### config.mk
export PLATFORM = sky130hd
export DESIGN_NAME = ps2_keyboard_flat
export DESIGN_NICKNAME = d
export VERILOG_FILES = /design/src/rtl/ps2_keyboard_if.sv /design/src/rtl/ps2_keyboard.sv /design/src/flat_wrapper.sv
export SDC_FILE = /design/constraint.sdc
export NUM_CORES = 1
export LEC_CHECK = 0
export CAP_MARGIN = 10
export CORE_UTILIZATION = 50
export DETAILED_ROUTE_END_ITERATION = 10
export PLACE_DENSITY = 0.71
export SYNTH_ARGS = -nofsm -noshare
export SYNTH_HDL_FRONTEND = slang
export SYNTH_SLANG_ARGS = --single-unit
### constraint.sdc
create_clock -name clk -period 3.5 [get_ports clk]
set_input_delay 0.7 -clock clk [delete_from_list [all_inputs] [get_ports clk]]
set_output_delay 0.7 -clock clk [all_outputs]
set_load 0.03 [all_outputs]
### src/rtl/ps2_keyboard_if.sv
// ps2_keyboard_if: PS/2 pins in, Hack key code and status pulses out
interface ps2_keyboard_if;
    logic        ps2_clk;
    logic        ps2_data;
    logic [15:0] key;
    logic        key_strobe;
    logic        frame_err;
    modport master (output ps2_clk, ps2_data, input key, key_strobe, frame_err);
    modport slave (input ps2_clk, ps2_data, output key, key_strobe, frame_err);
endinterface

### src/rtl/ps2_keyboard.sv
// ps2_keyboard: PS/2 set-2 frame receiver with prefix handling and Hack key translation
module ps2_keyboard #(
    parameter int TIMEOUT_CYCLES = 100000,
    parameter int CNT_W = 17
) (
    input logic clk,
    input logic rst_n,
    ps2_keyboard_if.slave bus
);
    typedef enum logic [1:0] {IDLE, DATA, PARITY, STOP} state_t;
    state_t state, state_nx;
    logic [1:0] clk_sync, dat_sync;
    logic clk_prev, fe, d, par, ext, brk, frame_done, valid, bad, timeout, prefix, upd;
    logic [7:0] sr;
    logic [2:0] bit_cnt;
    logic [CNT_W-1:0] cnt;
    logic [15:0] key, code;
    logic key_strobe, frame_err;
    assign fe = !clk_sync[1] && clk_prev;
    assign d = dat_sync[1];
    function automatic logic [15:0] xlate(input logic e, input logic [7:0] b);
        case ({e, b})
            9'h01C: return 16'd65;  9'h032: return 16'd66;  9'h021: return 16'd67;
            9'h023: return 16'd68;  9'h024: return 16'd69;  9'h02B: return 16'd70;
            9'h034: return 16'd71;  9'h033: return 16'd72;  9'h043: return 16'd73;
            9'h03B: return 16'd74;  9'h042: return 16'd75;  9'h04B: return 16'd76;
            9'h03A: return 16'd77;  9'h031: return 16'd78;  9'h044: return 16'd79;
            9'h04D: return 16'd80;  9'h015: return 16'd81;  9'h02D: return 16'd82;
            9'h01B: return 16'd83;  9'h02C: return 16'd84;  9'h03C: return 16'd85;
            9'h02A: return 16'd86;  9'h01D: return 16'd87;  9'h022: return 16'd88;
            9'h035: return 16'd89;  9'h01A: return 16'd90;
            9'h045: return 16'd48;  9'h016: return 16'd49;  9'h01E: return 16'd50;
            9'h026: return 16'd51;  9'h025: return 16'd52;  9'h02E: return 16'd53;
            9'h036: return 16'd54;  9'h03D: return 16'd55;  9'h03E: return 16'd56;
            9'h046: return 16'd57;
            9'h029: return 16'd32;  9'h05A: return 16'd128; 9'h066: return 16'd129;
            9'h076: return 16'd140;
            9'h005: return 16'd141; 9'h006: return 16'd142; 9'h004: return 16'd143;
            9'h00C: return 16'd144; 9'h003: return 16'd145; 9'h00B: return 16'd146;
            9'h083: return 16'd147; 9'h00A: return 16'd148; 9'h001: return 16'd149;
            9'h009: return 16'd150; 9'h078: return 16'd151; 9'h007: return 16'd152;
            9'h16B: return 16'd130; 9'h175: return 16'd131; 9'h174: return 16'd132;
            9'h172: return 16'd133; 9'h16C: return 16'd134; 9'h169: return 16'd135;
            9'h17D: return 16'd136; 9'h17A: return 16'd137; 9'h170: return 16'd138;
            9'h171: return 16'd139;
            default: return 16'd0;
        endcase
    endfunction
    // next state, frame completion and key decode
    always_comb begin
        state_nx = state;
        frame_done = 1'b0;
        timeout = state != IDLE && !fe && cnt == CNT_W'(TIMEOUT_CYCLES);
        if (timeout)
            state_nx = IDLE;
        else if (fe)
            case (state)
                IDLE: state_nx = d ? IDLE : DATA;
                DATA: state_nx = bit_cnt == 3'd7 ? PARITY : DATA;
                PARITY: state_nx = STOP;
                default: begin
                    state_nx = IDLE;
                    frame_done = 1'b1;
                end
            endcase
        valid = frame_done && d && ^{sr, par};
        bad = (frame_done && !valid) || timeout;
        prefix = sr == 8'hE0 || sr == 8'hF0;
        code = xlate(ext, sr);
        upd = valid && !prefix && code != 16'd0 && (brk ? code == key : code != key);
    end
    // FSM state register
    always_ff @(posedge clk or negedge rst_n)
        if (!rst_n) state <= IDLE;
        else state <= state_nx;
    // synchronisers, receive datapath, timeout counter and key register
    always_ff @(posedge clk or negedge rst_n) begin
        if (!rst_n) begin
            clk_sync <= '0;
            dat_sync <= '0;
            clk_prev <= 1'b0;
            sr <= '0;
            par <= 1'b0;
            bit_cnt <= '0;
            cnt <= '0;
            ext <= 1'b0;
            brk <= 1'b0;
            key <= '0;
            key_strobe <= 1'b0;
            frame_err <= 1'b0;
        end else begin
            clk_sync <= {clk_sync[0], bus.ps2_clk};
            dat_sync <= {dat_sync[0], bus.ps2_data};
            clk_prev <= clk_sync[1];
            cnt <= (fe || timeout || state == IDLE) ? '0 : cnt + CNT_W'(1);
            if (fe && state == IDLE) bit_cnt <= '0;
            if (fe && state == DATA) begin
                sr <= {d, sr[7:1]};
                bit_cnt <= bit_cnt + 3'd1;
            end
            if (fe && state == PARITY) par <= d;
            if (bad) begin
                ext <= 1'b0;
                brk <= 1'b0;
            end else if (valid) begin
                ext <= sr == 8'hE0 ? 1'b1 : sr == 8'hF0 ? ext : 1'b0;
                brk <= sr == 8'hF0 ? 1'b1 : sr == 8'hE0 ? brk : 1'b0;
            end
            key <= upd ? (brk ? 16'd0 : code) : key;
            key_strobe <= upd;
            frame_err <= bad;
        end
    end
    assign bus.key = key;
    assign bus.key_strobe = key_strobe;
    assign bus.frame_err = frame_err;
endmodule

### src/flat_wrapper.sv
// flat-port wrapper written by rule: the top's interface ports become plain ports
module ps2_keyboard_flat 
#(
    parameter int TIMEOUT_CYCLES = 100000,
    parameter int CNT_W = 17
)
  (clk, rst_n, bus_ps2_clk, bus_ps2_data, bus_key, bus_key_strobe, bus_frame_err);
  ps2_keyboard_if bus_i ();
  input logic clk;
  input logic rst_n;
  input wire logic [$bits(bus_i.ps2_clk)-1:0] bus_ps2_clk;
  input wire logic [$bits(bus_i.ps2_data)-1:0] bus_ps2_data;
  output wire logic [$bits(bus_i.key)-1:0] bus_key;
  output wire logic [$bits(bus_i.key_strobe)-1:0] bus_key_strobe;
  output wire logic [$bits(bus_i.frame_err)-1:0] bus_frame_err;
  assign bus_i.ps2_clk = bus_ps2_clk;
  assign bus_i.ps2_data = bus_ps2_data;
  assign bus_key = bus_i.key;
  assign bus_key_strobe = bus_i.key_strobe;
  assign bus_frame_err = bus_i.frame_err;
  ps2_keyboard #(.TIMEOUT_CYCLES(TIMEOUT_CYCLES), .CNT_W(CNT_W)) u_core (.clk(clk), .rst_n(rst_n), .bus(bus_i));
endmodule
# Word level (Yosys, flattened, before mapping)
# Cells that the tools add are included.
# totals
ff_bits,56
inputBits,4
output_inout_bits,18
word_cells,139
# classes
addsub,2
n_eq_ne,72
mux,22
n_reduce_logical,30
# ops
operator,count
$pmux W8 S62,1
$eq A9 B6 Y1 const B,23
$eq A9 B7 Y1 const B,11
$eq A9 B9 Y1 const B,10
$eq A9 B5 Y1 const B,7
$eq A9 B3 Y1 const B,4
$eq A9 B4 Y1 const B,4
$add A17 B1 Y17 const B,1
$eq A17 B17 Y1 const B,1
$mux W17,1
$eq A8 B16 Y1,1
$eq A8 B8 Y1 const B,2
$ne A8 B16 Y1,1
$reduce_bool A16 Y1,1
$mux W1,13
$logic_and A1 B1 Y1,12
$eq A9 B1 Y1 const B,1
$eq A9 B2 Y1 const B,1
$eq A9 B8 Y1 const B,1
$reduce_xor A9 Y1,1
$mux W8,1
$reduce_bool A2 Y1,4
$mux W2,3
$mux W3,2
12 further kinds,19

# Depth between registers and ports, before layout
# depth
ltp_word,13
depth_mapped,16
depth_no_buf,9

# Least setup slack after synthesis
# No wires, ideal clock.
# synth_path
path_type,register -> register
from,reg u_core.sr[4]
to,"reg u_core.key[1], in the netlist u_core.bus.key[1]"
setup_time_ps,139
t_arrival_ps,3432
t_required_ps,3361
setup_slack_ps,-71
path_stages_with_launch,13
path_buffers,3
period_less_slack_ps,3571
cell_sequence,dfrtp_1 -> buf_6 -> buf_6 -> or3_4 -> a2111oi_4 -> a21oi_1 -> and4b_4 -> and3_1 -> or4_1 -> or4_1 -> buf_2 -> and3_1 -> or4b_1
# synth_between
elab_chain_cells,6
word_cells_on_any_way,77
cone_classes,eq/ne (66); mux (3); reduce/logical (8)
# synth_lines
item,line_no,source
from (decl),ps2_keyboard.sv:14,logic [7:0] sr;
from (signal assigned),ps2_keyboard.sv:98,"sr <= {d, sr[7:1]};"
branches (longest 6 deep; another with $pmux W8 S62),-,
to (signal assigned),ps2_keyboard.sv:109,key <= upd ? (brk ? 16'd0 : code) : key;
to (decl),ps2_keyboard.sv:17,"logic [15:0] key, code;"
# Parallel ways; which one is timed is not known.
# A chain may end at the register's enable or synchronous reset.

# Worst setup path after layout
# layout_path
from,reg u_core.sr[5]
to,"reg u_core.key[4], in the netlist u_core.bus.key[4]"
# The elaborated chain is that of the path after synthesis.

==> metrics.csv <==
metric;value;unit
cells on worst reg2reg path;12;
# H-tree levels;2;
Seq cells post-synth;48;
area post-placement;4920;µm²
ant diodes;0;
clock share of power;14.4;%
Avg WL per Cell;18.6;µm
Critical Path AT;3.85;ns
Pre-antenna DRT Iters;5;
Yosys top cell by area;dfrtp_1;
Mapped Cells;487;
Final Skew;0.00810;ns
post-route minimum period;3.67;ns
pin count of the biggest net entering global routing;49;
share of power burned in registers;20.4;%
IO Count;22;
final cycle utilization of the critical path;105;%
crit start category;flop;
vias;4245;
worst-path cell chain;buf_12, buf_4, buf_4, xnor2_2, o21ba_2, o221ai_1, and4bb_1, a41oi_1, or4_1, or4_4, and3_4, or4b_1;
crit path capture;u_core.bus.key[4];
Root Driver;clkbuf_8;
Peak Freq;273;MHz
Synth area leaders;dfrtp_1, nand3_1, nor2_1;
GRT overflow;0;
Worst R2R Setup Slack;-0.17;ns
status;finished with violations;
Die Y;92.8;µm
required time of the critical path;3.68;ns
failing checks;negative setup slack;
Starting Density;52.6;%
worst r2r dst;u_core.bus.key[4];
CP endpoint kind;flop;
first-pass GRT wire length;20200;µm
mapped cell area;4130;µm²
final worst slack;-0.165;ns
Setup crit start;u_core.sr[5];
vias in the first global route;4070;
clock slew at reported path FFs;0.10;ns
cell mode on critical path;buf_4;
Distinct cells, synth;76;
Via-to-Cell Ratio;6.23;
Switching Fraction;41.2;%
reg2reg start;u_core.sr[5];
DRT antenna net count;0;
Seq/Total Area, Yosys;29.1;%
Die Area;8620;µm²
Synth top area share;29.1;%
Final Hold Violating Endpoints;0;
clk_lat worst skew;0.30;ns
RSZ-0062 raised after global routing;yes;
Post-synth EDFFs;0;
CTS Sinks;48;
fill cell count;600;
synth warn;0;
CTS Buffer Depth;2;
Leakage;2.23;nW
CTS tree;built;
power density over the cells;619;nW/µm²
Post-layout nets;586;
total routed wirelength;12700;µm
number of DRC markers in iteration 0;424;
Synth async-reset ratio;100;%
kind of critical path;flop to flop;
# rows;32;
most common cell in the synthesized netlist;dfrtp_1;
worst min path class;flop to flop;
final setup fails;8;
max_slew headroom;31.3;%
Chip Width;92.8;µm
Finished Core Util;69.2;%
Slew Limit Fails;0;
Internal;1.98;mW
Max Cap Violations;0;
number of port buffers;13;
Logic pwr share;65.2;%
initial antenna violation count;0;
area grow syn2layout;31.6;%
RePlAce Congestion;1.02;
sw power;1.39;mW
cts bufs inserted;5;
layout cell share with drive strength beyond 1;33.0;%
Final Instance Area;5430;µm²
gr usage total;29.9;%
Critical Path Max Stage Delay;0.53;ns
Setup TNS Final;-0.741;ns
Slew @ Worst Pin;1.03;ns
DRC viols;0;
Synth Flop Type;dfrtp_1;
Slowest cell on crit path;or4_1;
crit path max fanout;8;
Mean Syn Cell Area;8.47;µm²
maximum VDD drop;0.000317;V
post-DP HPWL;9000;µm
Core Region;7850;µm²
top cells by count, synth;dfrtp_1, nor2_1, nand3_1;
layout by cell type (no fill, tap or decap), drive strengths merged, types with 14 or more instances in the layout:
master	count
buf	112
dfrtp	48
nor2	39
nand3	34
nand2	33
xnor2	17
o21ai	16
inv	14
nor4bb	14
state kept, by name (all words and copies together), names as in the netlist:
register / count
u_core.bus.key_strobe: 1
u_core.cnt: 17
u_core.brk: 1
u_core.bus.key: 8
u_core.state: 2
u_core.par: 1
u_core.bus.frame_err: 1
u_core.ext: 1
u_core.clk_sync: 2
u_core.dat_sync: 2
u_core.sr: 8
u_core.bit_cnt: 3
u_core.clk_prev: 1
metal layers:
layer	GRT usage, %	up-vias	routed length, µm
met5	0	-	0
met4	12.6	0	582
met3	4.11	49	896
met2	50.9	194	6020
met1	37.8	2026	5160
li1	-	1976	-
power by group through the flow:
stage               Clock, mW  Sequential, mW  Combinational, mW
finish                  0.485           0.686               2.19
global route            0.511           0.692               2.31
CTS                     0.498           0.683               2.04
detailed placement          0           0.684               1.86
global placement            0           0.679               1.84
floorplan                   0           0.660               1.17
worst max-delay path, delay by kind of cell (launching register included):
family / cells / cell delay [ns]
DFF: 1 / 0.46
buffers and inverters: 3 / 0.44
and+or+nand+nor: 5 / 2.07
AOI/OAI and AO/OA: 3 / 0.38
xor gates and xnor gates: 1 / 0.21
worst min-delay path by stage:
stage / cells after the start / endpoint / slack, ns / startpoint
2_1_floorplan: 0 / u_core.clk_sync[1] / 0.33 / u_core.clk_sync[0]
3_3_place_gp: 0 / u_core.clk_sync[1] / 0.33 / u_core.clk_sync[0]
3_5_place_dp: 0 / u_core.clk_sync[1] / 0.34 / u_core.clk_sync[0]
4_1_cts: 0 / u_core.dat_sync[1] / 0.36 / u_core.dat_sync[0]
5_1_grt: 0 / u_core.clk_sync[1] / 0.37 / u_core.clk_sync[0]
6_report: 0 / u_core.dat_sync[1] / 0.36 / u_core.dat_sync[0]
cells by family after synthesis:
logic type                 after synthesis  synth area share, %
other                                    1               0.0909
adders and majority gates                4                 1.21
buffers and inverters                   61                 7.97
AOI/OAI and AO/OA                       78                 13.7
xor gates and xnor gates                27                 5.91
muxes                                    9                 2.52
DFF                                     48                 29.1
and+or+nand+nor                        259                 39.5
repair_timing:
action                     4_1_cts  5_1_grt
hold buffers                     0        0
setup endpoints to repair        8        8
resized for setup               32       22
pin swaps                       14        7
buffers inserted                 7        2
gates cloned                     1        0
through the flow:
step	power [mW]	worst slack, ns	std cells	hold WS (ns)
global placement	2.52	-0.226	662	0.331
detailed placement	2.54	-0.266	662	0.339
CTS	3.22	-0.145	678	0.356
finish	3.36	-0.165	681	0.355
global route	3.51	-0.270	681	0.367
floorplan	1.83	0.000459	494	0.331
cell type report:
| class | count | area, µm² | share of cell area, % |
|---|---|---|---|
| Inverter | 13 | 48.8 | 0.899 |
| Timing Repair Buffer | 125 | 1050 | 19.3 |
| Clock inverter | 3 | 68.8 | 1.27 |
| Clock buffer | 5 | 68.8 | 1.27 |
| Sequential cell | 48 | 1200 | 22.2 |
| Multi-Input combinational cell | 385 | 2860 | 52.7 |
| Tap cell | 102 | 128 | 2.35 |
No activity file was read; power rests on OpenSTA's default activity.
